--- src/rtl/viterbi_pkg.sv ---
// ============================================================================
// viterbi_pkg : shared types, code constants and trellis helpers for the
//               K=3 rate-1/2 (7,5) hard-decision Viterbi decoder.
// Revision    : 1.0
// ============================================================================
`default_nettype none

package viterbi_pkg;

  localparam int N_STATES = 4;

  // Generator taps over {u, s1, s0}
  localparam logic [2:0] G0 = 3'b111;
  localparam logic [2:0] G1 = 3'b101;

  typedef logic [1:0] state_t;

  function automatic logic [1:0] branch_out(state_t s, logic u);
    logic [2:0] r;
    r = {u, s};
    return {^(r & G0), ^(r & G1)};
  endfunction

  // Predecessor of next state {u, a} selected by its s0 bit
  function automatic state_t pred_state(state_t ns, logic sel);
    return {ns[0], sel};
  endfunction

  function automatic logic [1:0] hamming2(logic [1:0] a, logic [1:0] b);
    logic [1:0] d;
    d = a ^ b;
    return {1'b0, d[1]} + {1'b0, d[0]};
  endfunction

endpackage

`default_nettype wire

--- src/rtl/viterbi_dec_k3_acs.sv ---
// ============================================================================
// viterbi_acs : add-compare-select for one trellis state, saturating sums,
//               ties resolved toward the first (s0=0) predecessor.
// Revision    : 1.0
// ============================================================================
`default_nettype none

module viterbi_acs #(
  parameter int PM_W = 4
) (
  input  logic [PM_W-1:0] pm0,
  input  logic [PM_W-1:0] pm1,
  input  logic [1:0]      bm0,
  input  logic [1:0]      bm1,
  output logic [PM_W-1:0] pm_sel,
  output logic            dec
);

  localparam logic [PM_W:0] PM_MAX = {1'b0, {PM_W{1'b1}}};

  logic [PM_W:0]   sum0;
  logic [PM_W:0]   sum1;
  logic [PM_W-1:0] cand0;
  logic [PM_W-1:0] cand1;

  always_comb begin
    sum0   = {1'b0, pm0} + {{(PM_W-1){1'b0}}, bm0};
    sum1   = {1'b0, pm1} + {{(PM_W-1){1'b0}}, bm1};
    cand0  = (sum0 > PM_MAX) ? {PM_W{1'b1}} : sum0[PM_W-1:0];
    cand1  = (sum1 > PM_MAX) ? {PM_W{1'b1}} : sum1[PM_W-1:0];
    dec    = (cand1 < cand0);
    pm_sel = dec ? cand1 : cand0;
  end

endmodule

`default_nettype wire

--- src/rtl/viterbi_dec_k3.sv ---
// ============================================================================
// viterbi_dec_k3 : hard-decision register-exchange Viterbi decoder for the
//                  K=3 (7,5) code. Optional error counter: VITERBI_ERR_CNT_EN.
// Revision       : 1.0
// ============================================================================
`default_nettype none

module viterbi_dec_k3 #(
  parameter int TB_DEPTH = 16,
  parameter int PM_W     = 4
) (
  input  logic        clk,
  input  logic        rst_n,
  input  logic [1:0]  coded,
  input  logic        coded_valid,
  output logic        info_out,
  output logic        info_valid
`ifdef VITERBI_ERR_CNT_EN
  ,
  output logic [15:0] err_cnt
`endif
);

  import viterbi_pkg::*;

  localparam int              CNT_W    = $clog2(TB_DEPTH + 1);
  localparam logic [CNT_W-1:0] CNT_FULL = CNT_W'(TB_DEPTH);
  localparam logic [CNT_W-1:0] CNT_LAST = CNT_W'(TB_DEPTH - 1);
  localparam logic [CNT_W-1:0] CNT_TWO  = CNT_W'(2);

  logic [PM_W-1:0]     pm        [N_STATES];
  // The oldest survivor bit is only ever read from the next-state value,
  // so the stored survivors keep TB_DEPTH-1 bits.
  logic [TB_DEPTH-2:0] surv      [N_STATES];
  logic [TB_DEPTH-1:0] next_surv [N_STATES];
  logic [PM_W-1:0]     acs_pm    [N_STATES];
  logic [PM_W-1:0]     pm_norm   [N_STATES];
  logic                acs_dec   [N_STATES];
  logic [PM_W-1:0]     pm_min;
  state_t              best;
  logic [CNT_W-1:0]    sym_cnt;

  for (genvar g = 0; g < N_STATES; g++) begin : g_acs
    localparam state_t NS = state_t'(g);
    localparam state_t P0 = pred_state(NS, 1'b0);
    localparam state_t P1 = pred_state(NS, 1'b1);

    logic [1:0]          bm0;
    logic [1:0]          bm1;
    logic [TB_DEPTH-2:0] win;

    assign bm0 = hamming2(coded, branch_out(P0, NS[1]));
    assign bm1 = hamming2(coded, branch_out(P1, NS[1]));

    viterbi_acs #(.PM_W(PM_W)) u_acs (
      .pm0    (pm[P0]),
      .pm1    (pm[P1]),
      .bm0    (bm0),
      .bm1    (bm1),
      .pm_sel (acs_pm[g]),
      .dec    (acs_dec[g])
    );

    assign win          = acs_dec[g] ? surv[P1] : surv[P0];
    assign next_surv[g] = {win, NS[1]};
  end

  // Strict compare keeps the lowest-index state among equal minima
  always_comb begin
    pm_min = acs_pm[0];
    best   = state_t'(0);
    for (int i = 1; i < N_STATES; i++) begin
      if (acs_pm[i] < pm_min) begin
        pm_min = acs_pm[i];
        best   = state_t'(i);
      end
    end
    for (int i = 0; i < N_STATES; i++) begin
      pm_norm[i] = acs_pm[i] - pm_min;
    end
  end

  always_ff @(posedge clk or negedge rst_n) begin
    if (!rst_n) begin
      for (int i = 0; i < N_STATES; i++) begin
        pm[i]   <= (i == 0) ? {PM_W{1'b0}} : {PM_W{1'b1}};
        surv[i] <= '0;
      end
      sym_cnt    <= '0;
      info_out   <= 1'b0;
      info_valid <= 1'b0;
    end else begin
      info_valid <= 1'b0;
      if (coded_valid) begin
        for (int i = 0; i < N_STATES; i++) begin
          pm[i]   <= pm_norm[i];
          surv[i] <= next_surv[i][TB_DEPTH-2:0];
        end
        if (sym_cnt != CNT_FULL) begin
          sym_cnt <= sym_cnt + 1'b1;
        end
        if (sym_cnt >= CNT_LAST) begin
          info_valid <= 1'b1;
          info_out   <= next_surv[best][TB_DEPTH-1];
        end
      end
    end
  end

`ifdef VITERBI_ERR_CNT_EN
  logic [16:0] err_sum;

  assign err_sum = {1'b0, err_cnt} + 17'(pm_min);

  always_ff @(posedge clk or negedge rst_n) begin
    if (!rst_n) begin
      err_cnt <= '0;
    end else if (coded_valid && (sym_cnt >= CNT_TWO)) begin
      err_cnt <= err_sum[16] ? 16'hFFFF : err_sum[15:0];
    end
  end
`endif

endmodule

`default_nettype wire

--- config.mk ---
export PLATFORM = sky130hd
export DESIGN_NAME = viterbi_dec_k3
export DESIGN_NICKNAME = d
export VERILOG_FILES = /design/src/rtl/viterbi_pkg.sv /design/src/rtl/viterbi_dec_k3_acs.sv /design/src/rtl/viterbi_dec_k3.sv
export SDC_FILE = /design/constraint.sdc
export NUM_CORES = 1
export LEC_CHECK = 0
export ABC_CLOCK_PERIOD_IN_PS = 18710
export CAP_MARGIN = 25
export CORE_MARGIN = 1
export CORE_UTILIZATION = 55
export DETAILED_ROUTE_END_ITERATION = 10
export PLACE_DENSITY = 0.71
export REMOVE_ABC_BUFFERS = 1
export SLEW_MARGIN = 30
export SYNTH_ARGS = -nofsm -noshare
export SYNTH_HDL_FRONTEND = slang
export SYNTH_SLANG_ARGS = --single-unit
--- constraint.sdc ---
create_clock -name clk -period 18.71 [get_ports clk]
set_clock_uncertainty 0.15 [all_clocks]
set_input_delay 3.742 -clock clk [delete_from_list [all_inputs] [get_ports clk]]
set_output_delay 3.742 -clock clk [all_outputs]
set_load 0.1 [all_outputs]
==> results.sh <==
export IMPL_htree_levels=3
export IMPL_setup_viol=0
export IMPL_path_clk_slew_ns=0.08
export IMPL_layout_min_cycle_time_ns=12.95
export IMPL_cpMaxStageDelayCell="a21o_1"
export IMPL_syn_instance_count=631
export IMPL_cts_sinks=78
export IMPL_grt_pass1_wl_mm=20.1
export IMPL_placed_cell_area_um2=5980
export IMPL_syn_cell_area_um2=5880
export IMPL_synth_area_per_cell_um2=9.31
export IMPL_core_area_um2=10300
export IMPL_worstPathRequired_ns=18.81
export IMPL_status="finished, final reports clean"
export IMPL_antenna_found_initial=0
export IMPL_row_count=37
export IMPL_drv_cap=0
export IMPL_overflow=0
export IMPL_layout_nets=692
export IMPL_area_delta_synth_final_pct=4.79
export IMPL_tightest_slew_ns=0.962
export IMPL_crit_arrival_ns=13.05
export IMPL_setup_ws_ns=5.76
export IMPL_firstDrtPassIters=5
export IMPL_die_area_um2=11100
export IMPL_hold_viol_final=0
export IMPL_drtAntennaViolNets=0
export IMPL_cpPeakStageDelay_ns=0.74
export IMPL_grt_use_total_pct=22.6
export IMPL_place_congestion=0.898
export IMPL_tns_ns=0
export IMPL_crit_fanout=17
export IMPL_antenna_cells=0
export IMPL_path_common_cell="ha_1"
export IMPL_fin_crit_sh_pct=69.2
export IMPL_hpwl_mm=8.58
export IMPL_hp_class="flop to flop"
export IMPL_multi_input_area_um2=3560
export IMPL_yosysTopAreaCell="dfrtp_1"
export IMPL_drc_errors=0
export IMPL_seq_area_um2=1970
export IMPL_clock_latency_ns=0.37
export IMPL_design_area_um2=6160
export IMPL_fin_cells=762
export IMPL_synth_async_reset_ratio_pct=100
export IMPL_initialDrtViolationCount=279
export IMPL_postRouteWirelength_mm=11.6
export IMPL_dieHeight_um=105
export IMPL_max_slew_margin_rel_pct=35.7
export IMPL_ctsHoldBuffers=0
export IMPL_yosysWarnings=0
export IMPL_cts_resized=0
export IMPL_synth_top_area_share_pct=28.1
export IMPL_dpl_worst_slack_ns=5.45
export IMPL_grt_max_degree=89
export IMPL_synth_edff_count=0
export IMPL_end_kind="flop"
export IMPL_post_cts_buffers=0
export IMPL_n_fill_cell=883
export IMPL_max_freq_mhz=77.2
export IMPL_wl_per_cell_um=15.2
export IMPL_final_max_slew_viol_count=0
export IMPL_via_count=4241
export IMPL_io_pins=7
export IMPL_vias_per_cell=5.57
export IMPL_numPortBuffers=6
export IMPL_clk_path_buf_depth=2
export IMPL_synth_seq_cells=78
export IMPL_synth_flop_cell="dfrtp_1"
export IMPL_die_width_um=105
export IMPL_grt_pass1_vias=4194
export IMPL_drive_above_1_share_pct=10.2
export IMPL_start_util_pct=56.9
export IMPL_cts_root_buf="clkbuf_8"
export IMPL_synth_cell_types=60
export IMPL_cts_buffers=9
export IMPL_cp_start_kind="input port"
export IMPL_seq_area_frac_synth_pct=33.5
export IMPL_rsz0062_at_grt="no"
export IMPL_tritoncts="done"
export IMPL_crit_type="input port to flop"
export IMPL_synth_area_leaders="dfrtp_1 28%, ha_1 13%, mux2i_1 12%"
export IMPL_dp_cells=746
layout make-up:
class / instances / area share, %
clock buffer: 11 / 2.30
clock inverter: 5 / 0.549
inverter: 50 / 3.07
multi-input combinational: 473 / 57.8
sequential: 78 / 31.9
tap: 136 / 2.76
timing repair buffer: 9 / 1.58
routing by layer:
metal  wire [um]  global-route usage (%)  vias to the layer above
li1            -                       -                     2150
met4         157                    7.44                        0
met1        5860                    31.0                     2022
met2        5270                    36.6                       56
met3         280                    3.46                       13
met5           0                       0                        -
state kept, by name (all words and copies together), names as in the netlist:
name and count:
info_out 1, info_valid 1, pm 16, sym_cnt 5, surv 55
worst max-delay path, delay by kind of cell:
family / cells / cell delay (ns)
xor+xnor: 1 / 0.09
compound gates: 13 / 3.54
fa+ha+maj: 8 / 2.39
simple gates: 4 / 0.71
mux: 5 / 1.64
buf+inv: 5 / 0.92
synth_stat cells (2+ instances only):
cell	n
ha_1	62
nand2_1	29
o21bai_1	3
a21oi_1	79
and3_1	4
xor2_1	8
clkbuf_1	13
a21oi_2	2
buf_6	6
a21o_1	9
xnor2_1	14
mux2_2	12
nand4_1	2
o21ai_0	25
a22o_1	2
nor2_1	81
buf_2	8
o211ai_1	3
buf_1	2
dfstp_2	12
a21boi_0	2
dfrtp_1	66
inv_1	49
nor3_1	4
a31oi_4	2
nor2b_1	7
a31oi_1	4
o22ai_1	4
nand2b_1	4
o21a_1	4
mux2i_1	70
fa_1	4
and2_1	4
nand3_1	5
cell usage in the layout, fill, tap and decap left out, types with 3 or more instances in the layout:
cell             instances
and2_1                   4
o21a_1                   3
nor3_1                   4
clkdlybuf4s50_1          4
a21o_1                   9
nor2b_1                  7
mux2_2                  12
buf_4                    4
dfstp_2                 12
inv_1                   49
and3_1                   4
a31oi_1                  3
o21ai_0                 25
o211ai_1                 3
mux2i_1                 70
xnor2_1                 14
clkinv_2                 3
nand2_1                 29
dfrtp_1                 66
o21bai_1                 3
nand3_1                  5
fa_1                     4
ha_1                    62
nor2_1                  81
xor2_1                   8
nand2b_1                 4
clkbuf_8                10
a21oi_1                 79
o22ai_1                  4
kinds of logic (layout without fill, tap and decap cells):
family                   Yosys count  count (layout)  share of synthesized area [%]
AO/OA/AOI/OAI                    152             152                           16.5
XOR/XNOR                          22              22                           3.28
adder cells (fa/ha/maj)           67              67                           14.8
buffers and inverters             80              75                           6.09
flip-flops                        78              78                           33.5
multiplexers                      84              84                           14.9
AND/OR/NAND/NOR                  148             148                           11.0
stage by stage:
stage	utilization, %	hold slack, ns
after CTS	59.6	0.330
after detailed placement	57.9	0.312
after floorplan	-	0.289
final	59.7	0.325
after global routing	59.7	0.361
after global placement	57.7	0.303
path summary, 6_finish.rpt:
| kind | start | to | slack (ns) | cells past startpoint |
|---|---|---|---|---|
| hold reg to reg | surv[0] | surv[0] | 0.32 | 1 |
| hold / removal | surv[0] | surv[0] | 0.32 | 1 |
| max in group asynchronous | rst_n | pm[10] | 14.63 | 2 |
| setup / recovery | coded[0] | pm[15] | 5.76 | 36 |
| setup reg to reg | pm[9] | pm[15] | 9.77 | 33 |
| min in group asynchronous | rst_n | surv[0] | 3.16 | 1 |
Power is left out: the tool's default activity adds up to more than one toggle a clock period on the data nets, which glitch-free logic cannot reach.
